$ cat config.mk
export PLATFORM = sky130hd
export DESIGN_NAME = keypad_time_entry
export DESIGN_NICKNAME = d
export VERILOG_FILES = /design/src/rtl/clock_pkg.sv /design/src/rtl/keypad_time_entry_debounce.sv /design/src/rtl/keypad_time_entry.sv
export SDC_FILE = /design/constraint.sdc
export NUM_CORES = 1
export LEC_CHECK = 0
export CAP_MARGIN = 10
export CORE_UTILIZATION = 50
export DETAILED_ROUTE_END_ITERATION = 6
export GPL_TIMING_DRIVEN = 0
export PLACE_DENSITY = 0.82
export SYNTH_ARGS = -nofsm -noshare
export SYNTH_HDL_FRONTEND = slang
export SYNTH_SLANG_ARGS = --single-unit
$ cat constraint.sdc
create_clock -name clk -period 3.1 [get_ports clk]
set_input_delay 0.31 -clock clk [delete_from_list [all_inputs] [get_ports clk]]
set_output_delay 0.31 -clock clk [all_outputs]
set_load 0.01 [all_outputs]
$ cat src/rtl/clock_pkg.sv
`default_nettype none
// ============================================================================
// Module   : clock_pkg
// Desc     : Shared FSM encoding, digit count, time-entry limits and helpers.
// Revision : 1.0
// ============================================================================
package clock_pkg;

  typedef enum logic [1:0] {
    IDLE    = 2'd0,
    COLLECT = 2'd1,
    CHECK   = 2'd2,
    DONE    = 2'd3
  } entry_state_t;

  localparam int         NUM_DIGITS           = 6;
  localparam logic [3:0] HOUR_TENS_MAX        = 4'd2;
  localparam logic [3:0] HOUR_UNITS_MAX_AT_20 = 4'd3;
  localparam logic [3:0] MINSEC_TENS_MAX      = 4'd5;

  // Units digits need no check: keys only ever produce 0-9.
  function automatic logic time_in_range(input logic [23:0] bcd);
    logic [3:0] h1, h0, m1, s1;
    logic       hour_ok;
    h1 = bcd[23:20];
    h0 = bcd[19:16];
    m1 = bcd[15:12];
    s1 = bcd[7:4];
    hour_ok = (h1 < HOUR_TENS_MAX) ||
              ((h1 == HOUR_TENS_MAX) && (h0 <= HOUR_UNITS_MAX_AT_20));
    return hour_ok && (m1 <= MINSEC_TENS_MAX) && (s1 <= MINSEC_TENS_MAX);
  endfunction

  function automatic logic is_onehot10(input logic [9:0] v);
    return (v != 10'd0) && ((v & (v - 10'd1)) == 10'd0);
  endfunction

  function automatic logic [3:0] onehot_index(input logic [9:0] v);
    logic [3:0] idx;
    idx = 4'd0;
    for (int i = 0; i < 10; i++) begin
      if (v[i]) idx = 4'(i);
    end
    return idx;
  endfunction

endpackage
`default_nettype wire

$ cat src/rtl/keypad_time_entry_debounce.sv
`default_nettype none
// ============================================================================
// Module   : keypad_debounce
// Desc     : Keypad synchronizer, debouncer and single-shot press detector.
// Revision : 1.0
// ============================================================================
module keypad_debounce
  import clock_pkg::*;
#(
  parameter int DEBOUNCE_CYC = 20
) (
  input  logic       clk,
  input  logic       rst_n,
  input  logic [9:0] keypad,
  output logic       key_strobe,
  output logic [3:0] key_code
);

  localparam int                  c_CNT_W    = $clog2(DEBOUNCE_CYC + 1);
  localparam logic [c_CNT_W-1:0]  c_CNT_LAST = c_CNT_W'(DEBOUNCE_CYC - 1);
  localparam logic [c_CNT_W-1:0]  c_CNT_ONE  = c_CNT_W'(1);

  logic [9:0]         r_sync1, r_sync2;
  logic [9:0]         r_cand, r_stable;
  logic [c_CNT_W-1:0] r_cnt;
  logic               r_armed;
  logic               w_accept, w_press;

  // r_armed stays low after reset until an all-zero vector is accepted, so a
  // key held through reset is never reported.
  assign w_accept = (r_sync2 == r_cand) && (r_cnt == c_CNT_LAST);
  assign w_press  = w_accept && r_armed && (r_stable == 10'd0) && is_onehot10(r_cand);

  always_ff @(posedge clk or negedge rst_n) begin
    if (!rst_n) begin
      r_sync1    <= 10'd0;
      r_sync2    <= 10'd0;
      r_cand     <= 10'd0;
      r_stable   <= 10'd0;
      r_cnt      <= '0;
      r_armed    <= 1'b0;
      key_strobe <= 1'b0;
      key_code   <= 4'd0;
    end else begin
      r_sync1 <= keypad;
      r_sync2 <= r_sync1;
      if (r_sync2 != r_cand) begin
        r_cand <= r_sync2;
        r_cnt  <= c_CNT_ONE;
      end else if (r_cnt != c_CNT_LAST) begin
        r_cnt <= r_cnt + c_CNT_ONE;
      end
      if (w_accept) begin
        r_stable <= r_cand;
        if (r_cand == 10'd0) r_armed <= 1'b1;
      end
      key_strobe <= w_press;
      if (w_press) key_code <= onehot_index(r_cand);
    end
  end

endmodule
`default_nettype wire

$ cat src/rtl/keypad_time_entry.sv
`default_nettype none
// ============================================================================
// Module   : keypad_time_entry
// Desc     : Collects six keypad digits into BCD HH:MM:SS and range-checks it.
// Revision : 1.0
// ============================================================================
module keypad_time_entry
  import clock_pkg::*;
#(
  parameter int DEBOUNCE_CYC = 20,
  parameter int TIMEOUT_CYC  = 5000
) (
  input  logic        clk,
  input  logic        rst_n,
  input  logic        enable,
  input  logic [9:0]  keypad,
  output logic        key_strobe,
  output logic [3:0]  key_code,
  output logic [23:0] entry_bcd,
  output logic [2:0]  digit_cnt,
  output logic        entry_valid,
  output logic        entry_err
);

  localparam int                 c_TO_W       = $clog2(TIMEOUT_CYC + 1);
  localparam logic [c_TO_W-1:0]  c_TO_LAST    = c_TO_W'(TIMEOUT_CYC - 1);
  localparam logic [c_TO_W-1:0]  c_TO_ONE     = c_TO_W'(1);
  localparam logic [2:0]         c_LAST_DIGIT = 3'(NUM_DIGITS - 1);

  keypad_debounce #(
    .DEBOUNCE_CYC (DEBOUNCE_CYC)
  ) u_debounce (
    .clk        (clk),
    .rst_n      (rst_n),
    .keypad     (keypad),
    .key_strobe (key_strobe),
    .key_code   (key_code)
  );

  entry_state_t       r_state, w_state_nxt;
  logic [c_TO_W-1:0]  r_idle, w_idle_nxt;
  logic [23:0]        w_bcd_nxt;
  logic [2:0]         w_cnt_nxt;
  logic               w_valid_nxt, w_err_nxt;

  always_ff @(posedge clk or negedge rst_n) begin
    if (!rst_n) begin
      r_state     <= IDLE;
      r_idle      <= '0;
      entry_bcd   <= 24'd0;
      digit_cnt   <= 3'd0;
      entry_valid <= 1'b0;
      entry_err   <= 1'b0;
    end else begin
      r_state     <= w_state_nxt;
      r_idle      <= w_idle_nxt;
      entry_bcd   <= w_bcd_nxt;
      digit_cnt   <= w_cnt_nxt;
      entry_valid <= w_valid_nxt;
      entry_err   <= w_err_nxt;
    end
  end

  always_comb begin
    w_state_nxt = r_state;
    w_idle_nxt  = r_idle;
    w_bcd_nxt   = entry_bcd;
    w_cnt_nxt   = digit_cnt;
    w_valid_nxt = 1'b0;
    w_err_nxt   = 1'b0;
    // Dropping enable wins over everything, including a pending check result.
    if (!enable) begin
      w_state_nxt = IDLE;
      w_idle_nxt  = '0;
      w_bcd_nxt   = 24'd0;
      w_cnt_nxt   = 3'd0;
    end else begin
      case (r_state)
        IDLE: begin
          w_idle_nxt  = '0;
          w_bcd_nxt   = 24'd0;
          w_cnt_nxt   = 3'd0;
          w_state_nxt = COLLECT;
        end
        COLLECT: begin
          if (key_strobe) begin
            w_bcd_nxt  = {entry_bcd[19:0], key_code};
            w_cnt_nxt  = digit_cnt + 3'd1;
            w_idle_nxt = '0;
            if (digit_cnt == c_LAST_DIGIT) w_state_nxt = CHECK;
          end else if (digit_cnt != 3'd0) begin
            if (r_idle == c_TO_LAST) begin
              w_err_nxt  = 1'b1;
              w_bcd_nxt  = 24'd0;
              w_cnt_nxt  = 3'd0;
              w_idle_nxt = '0;
            end else begin
              w_idle_nxt = r_idle + c_TO_ONE;
            end
          end
        end
        CHECK: begin
          if (time_in_range(entry_bcd)) begin
            w_valid_nxt = 1'b1;
            w_state_nxt = DONE;
          end else begin
            w_err_nxt   = 1'b1;
            w_bcd_nxt   = 24'd0;
            w_cnt_nxt   = 3'd0;
            w_state_nxt = COLLECT;
          end
        end
        DONE: begin
          if (key_strobe) begin
            w_bcd_nxt   = {20'd0, key_code};
            w_cnt_nxt   = 3'd1;
            w_idle_nxt  = '0;
            w_state_nxt = COLLECT;
          end
        end
        default: w_state_nxt = IDLE;
      endcase
    end
  end

endmodule
`default_nettype wire

==> run summary, run 1 <==
Pre-antenna DRT Iters - 4
Setup ws final - 0.4512 ns
Clock Pin Slew Worst Setup and Hold Paths - 0.09 ns
Critical setup path kind - reg -> reg
Pleak - 2.095 nW
Largest net degree at the start of global routing - 76
Total power - 2.294 mW
Finished Layout Cells - 552
Post-CTS setup buffer count - 0
Vias per cell - 5.703
Max-slew violation count - 0
GPL Wtd Cong - 0.8682
Crit path DAT - 2.89 ns
WL/cell - 14.99 um
Worst-path maximum fanout - 10
Worst endpoint required time - 3.34 ns
Hpwl dp - 5949 um
Share of cells above drive strength 1 - 8.667%
Synth Register Bits - 95
Hold crit path type - reg -> reg
Startpoint Class - flop
Reg2reg path depth - 6
Buffers on Ports - 46
Worst vdd ir - 0.3476 mV
Worst-Skew Late Latency - 0.36 ns
Synth Net Count - 408
# Max-Cap Violations - 0
Post-layout util - 63.12%
Post-synth top flop - dfrtp_1
Die Area - 0.008671 mm2
Via count - 3,148
Die Height - 93.12 um
Sink Count - 95
Fraction of registers with async set/reset - 100.0%
Vias in the first global route - 3,041
Total GRT Usage - 20.10%
Synth cell types - 48
Worst slew pin tran - 0.7424 ns
RSZ-0062 raised after global routing - no
Nets@finish - 467
Setup crit end kind - flop
Fill cells - 617
Syn-to-layout area delta - 19.92%
First-pass GRT wire length - 13,720 um
Post-synth EDFFs - 0
CTS buffer count - 9
YS warnings - 0
Outcome - finished, final reports clean
Initial Util - 52.63%
Iter 0 DRT Violations - 203
Cell area after synthesis - 0.004151 mm2
Worst slew margin - 50.05%
Sequential area share after synthesis - 57.26%
Antenna violations before repair - 0
CTS tree - yes
Fin crit share - 85.45%
CTS H-tree depth - 3
Syn avg cell area - 10.76 um2
Pwr Density - 460.8 mW/mm2
Final Setup Violations - 0
# DRC - 0
Final min period - 2.649 ns
Antenna-violating nets left - 0
Clock skew - 0.01466 ns
Clock root buffer - clkbuf_8
Row cnt - 32
Grt ovf - 0
Die extent in x - 93.12 um
Placed Cells - 535
Worst hold margin - 0.3519 ns
FMAX - 0.3775 GHz
# IOs - 47
Cells after Synth - 386
WL final - 8272 um
Worst hold path depth - 0
Clk buf depth - 2
Worst slack at placement - 0.5166 ns
Diodes inserted - 0
Core footprint - 0.007888 mm2
Final hold vios - 0
logic make-up (layout without fill, tap and decap cells):
| family | Yosys count | in the layout | synth area share, % |
|---|---|---|---|
| and+or+nand+nor | 126 | 126 | 15.07 |
| buffers and inverters | 38 | 102 | 3.707 |
| AOI/OAI and AO/OA | 84 | 84 | 13.11 |
| xor gates and xnor gates | 15 | 15 | 3.165 |
| adders and majority gates | 9 | 9 | 2.713 |
| muxes | 19 | 19 | 4.973 |
| DFF | 95 | 95 | 57.26 |
repair_timing:
action | CTS | global route
gates resized for setup | 0 | 0
hold endpoints to repair | 20 | 0
hold buffers | 1 | 0
layer usage:
layer,GRT usage [%],vias up,part of all wire [%]
li1,-,1486,-
met1,25.96,1551,44
met2,32.66,95,50
met3,4.390,16,4.5
met4,8.718,0,1.9
met5,0,-,0
area by class of cell:
type / instances / area (um2) / area share [%]
Buffer: 27 / 112.6 / 2.262
Clock buffer: 10 / 137.6 / 2.765
Clock inverter: 6 / 66.31 / 1.332
Inverter: 11 / 41.29 / 0.8294
Multi-Input combinational cell: 253 / 1620 / 32.55
Sequential cell: 95 / 2377 / 47.75
Tap cell: 102 / 127.6 / 2.563
Timing Repair Buffer: 48 / 495.5 / 9.952
worst max-delay path: stages, from the launching register on:
cell and delay, ns:
dfrtp_1 0.41, ha_1 0.23, and4bb_1 0.31, nand3_1 0.12, nor3_1 0.59, clkbuf_1 0.47, mux2_2 0.40
path summary, 6_finish.rpt:
path,start,endpoint,slack (ns)
hold / removal,u_debounce.r_sync1[6],u_debounce.r_sync2[6],0.35
hold reg to reg,u_debounce.r_sync1[6],u_debounce.r_sync2[6],0.35
setup reg to reg,u_debounce.r_cnt[0],u_debounce.r_stable[9],0.45
setup / recovery,u_debounce.r_cnt[0],u_debounce.r_stable[9],0.45
min in group asynchronous,rst_n,r_idle[9],0.37
max in group asynchronous,rst_n,u_debounce.r_sync1[0],2.08
stage by stage:
stage	setup TNS (ns)	cell area, um2
detailed placement	0	4765
global route	0	4979
global placement	-151.51	4740
floorplan	0	4151
finish	0	4979
CTS	0	4979
cells in the final DEF, fill, tap and decap left out, types with 5 or more instances in the layout:
cell,instances
ha_1,9
clkdlybuf4s50_1,45
o31ai_1,11
mux2i_1,6
nor4_1,7
nor2b_1,5
nor2_1,27
mux2_2,13
clkbuf_8,10
nand2_1,43
dfrtp_1,95
o22ai_1,16
nand3_1,17
nand4_1,5
xnor2_1,12
a31oi_1,5
a21oi_1,11
clkbuf_1,25
inv_1,11
o21ai_0,21
nor3_1,6
synthesized netlist by cell type (2+ instances only):
library cell,number,share of area [%]
a21oi_1,11,1.3
a22oi_1,2,0.36
a31oi_1,5,0.75
and4_1,3,0.63
clkbuf_1,25,2.3
dfrtp_1,95,57
ha_1,9,2.7
inv_1,11,0.99
mux2_2,13,3.5
mux2i_1,6,1.4
nand2_1,43,3.9
nand3_1,17,2.0
nand3b_1,2,0.36
nand4_1,5,0.75
nor2_1,27,2.4
nor2b_1,5,0.75
nor3_1,6,0.72
nor4_1,7,1.1
o21a_1,2,0.36
o21ai_0,21,2.5
o21bai_1,3,0.54
o22ai_1,16,2.4
o31ai_1,11,2.0
o41ai_1,3,0.63
or2_2,2,0.30
xnor2_1,12,2.5
xor2_1,3,0.63
state kept, by name, summed over array words and instances, names as in the netlist, 2 cells and up:
name,cells
u_debounce.r_cnt,5
u_debounce.key_code,4
r_state,2
u_debounce.r_cand,10
digit_cnt,3
u_debounce.r_sync2,10
r_idle,13
u_debounce.r_sync1,10
entry_bcd,24
u_debounce.r_stable,10
report_power, final:
group          internal [mW]  switching, mW
clock                  0.399          0.430
combinational         0.0720          0.113
sequential              1.26         0.0177
Power figures use the tool's default switching activity.
==> run 2, diff against run 1 <==
==> constraint.sdc (replaced) <==
create_clock -name clk -period 3.1 [get_ports clk]
set_input_delay 0.62 -clock clk [delete_from_list [all_inputs] [get_ports clk]]
set_output_delay 0.62 -clock clk [all_outputs]
set_load 0.01 [all_outputs]
==> run summary, run 2 (synthesis gave the netlist of run 1 again) <==
Outcome - finished, final reports clean (unchanged)
Startpoint Class - flop (unchanged)
Worst endpoint required time - 3.34 ns (about the same)
CTS tree - yes (unchanged)
Core footprint - 0.007888 mm2 (unchanged)
Initial Util - 52.63% (unchanged)
Worst vdd ir - 0.3476 mV (about the same)
WL/cell - 15.00 um (was 14.99 um)
Die Area - 0.008671 mm2 (unchanged)
Clock root buffer - clkbuf_8 (unchanged)
CTS H-tree depth - 3 (unchanged)
Max reg flops - 24 (unchanged)
Grt ovf - 0 (unchanged)
Final hold vios - 0 (unchanged)
Delay-heaviest family, CP - simple AND/OR/NAND/NOR gates (unchanged)
Vias per cell - 5.724 (was 5.703)
Setup ws final - 0.4566 ns (was 0.4512 ns)
Biggest regs - entry_bcd x24, r_idle x13 (unchanged)
Vias in the first global route - 3,041 (unchanged)
Highest-count cells in the layout ignoring fill and taps - 95 x dfrtp_1, 45 x clkdlybuf4s50_1, 43 x nand2_1 (unchanged)
R2r setup slk - 0.46 ns (was 0.45 ns)
# DRC - 0 (unchanged)
Antenna violations before repair - 0 (unchanged)
End point of the critical path - u_debounce.r_stable[9] (unchanged)
Die Height - 93.12 um (unchanged)
Nets@finish - 466 (was 467)
RSZ-0062 raised after global routing - no (unchanged)
Die extent in x - 93.12 um (unchanged)
CTS buffer count - 9 (unchanged)
Post-layout util - 62.99% (was 63.12%)
Commonest non-fill, non-tap cell in the layout - dfrtp_1 (unchanged)
Fin crit share - 85.27% (was 85.45%)
Clk buf depth - 2 (unchanged)
Worst slew pin tran - 0.7453 ns (was 0.7424 ns)
FMAX - 0.3783 GHz (was 0.3775 GHz)
Setup crit end kind - flop (unchanged)
Worst slack at placement - 0.4764 ns (was 0.5166 ns)
Antenna-violating nets left - 0 (unchanged)
WL final - 8263 um (was 8272 um)
Pwr Density - 461.7 mW/mm2 (was 460.8 mW/mm2)
R2R Path End - u_debounce.r_stable[9] (unchanged)
# IOs - 47 (unchanged)
Final min period - 2.643 ns (was 2.649 ns)
Worst-Skew Late Latency - 0.36 ns (about the same)
Worst slew margin - 49.85% (was 50.05%)
Slowest stage delay, CP - 0.59 ns (about the same)
Worst-path maximum fanout - 10 (unchanged)
Hold crit path type - in -> async (was reg -> reg)
# Max-Cap Violations - 0 (unchanged)
Hpwl dp - 5949 um (unchanged)
R2r startpoint - u_debounce.r_cnt[0] (unchanged)
Crit-path slowest cell - nor3_1 (unchanged)
Most flop-heavy register - entry_bcd (unchanged)
Pre-antenna DRT Iters - 5 (was 4)
Pleak - 2.091 nW (was 2.095 nW)
Fill cells - 618 (was 617)
Buffers on Ports - 46 (unchanged)
Cell breakdown of the critical path - ha_1 -> and4bb_1 -> nand3_1 -> nor3_1 -> clkbuf_1 -> mux2_2 (unchanged)
Total GRT Usage - 20.10% (unchanged)
Row cnt - 32 (unchanged)
Share of cells above drive strength 1 - 8.686% (was 8.667%)
Largest net degree at the start of global routing - 76 (unchanged)
Clock Pin Slew Worst Setup and Hold Paths - 0.09 ns (about the same)
First-pass GRT wire length - 13,720 um (unchanged)
Final Setup Violations - 0 (unchanged)
Post-CTS setup buffer count - 0 (unchanged)
WP buf/inv - 1 (unchanged)
Max-slew violation count - 0 (unchanged)
Sink Count - 95 (unchanged)
Reg2reg path depth - 6 (unchanged)
Crit path DAT - 2.89 ns (about the same)
Worst path depth - 6 (unchanged)
Syn-to-layout area delta - 19.68% (was 19.92%)
Post-cts hold buffer count - 0 (was 1)
CTS resizes - 0 (unchanged)
Via count - 3,154 (was 3,148)
Clock skew - 0.01468 ns (was 0.01466 ns)
Critical setup path kind - reg -> reg (unchanged)
Iter 0 DRT Violations - 209 (was 203)
Diodes inserted - 0 (unchanged)
Crit path from - u_debounce.r_cnt[0] (unchanged)
GPL Wtd Cong - 0.8682 (unchanged)
-- run 2: cell types whose count changed in the layout (fill, tap and decap cells not counted), sizes merged --
cell | before | now
dlygate4sd3 | 1 | 0
-- run 2: layout make-up --
type                    count  area [um2]  share of cell area [%]
repair buffers             47       485.5                   9.771
multi-input cells         253        1620                   32.61
clock buffers              10       137.6                   2.770
flip-flops and latches     95        2377                   47.85
plain buffers              27       112.6                   2.266
inverters                  11       41.29                  0.8310
well taps                 102       127.6                   2.569
clock inverters             6       66.31                   1.335
-- run 2: layer usage --
layer / track usage, % / up-vias / wire length [um]
li1: - / 1483 / -
met1: 25.96 / 1561 / 3637
met2: 32.66 / 92 / 4127
met3: 4.390 / 18 / 331
met4: 8.718 / 0 / 167
met5: 0 / - / 0
-- run 2: where the power goes --
| group | leakage, nW | internal, mW | switching [mW] | total (mW) |
|---|---|---|---|---|
| clock | 0.107 | 0.399 | 0.430 | 0.830 |
| combinational | 0.734 | 0.0712 | 0.113 | 0.184 |
| sequential | 1.25 | 1.26 | 0.0176 | 1.28 |
-- run 2: worst min-delay path by stage --
stage,start,to,slack [ns],cells after the start
after floorplan,rst_n,digit_cnt[0],0.32,0
after global routing,rst_n,r_idle[9],0.14,1
after global placement,u_debounce.r_sync1[7],u_debounce.r_sync2[7],0.33,0
after detailed placement,u_debounce.r_sync1[3],u_debounce.r_sync2[3],0.33,0
final,rst_n,r_idle[9],0.13,1
after CTS,rst_n,digit_cnt[1],0.13,1
-- run 2: stage by stage --
step | power [mW] | instances | area [um2] | TNS, ns | hold slack (ns)
floorplan | 1.412 | 386 | 4151 | 0 | 0.3244
global placement | 1.479 | 534 | 4740 | -180.96 | 0.3336
detailed placement | 1.489 | 535 | 4765 | 0 | 0.3347
CTS | 2.309 | 551 | 4969 | 0 | 0.1331
global route | 2.380 | 551 | 4969 | 0 | 0.1431
finish | 2.294 | 551 | 4969 | 0 | 0.1310
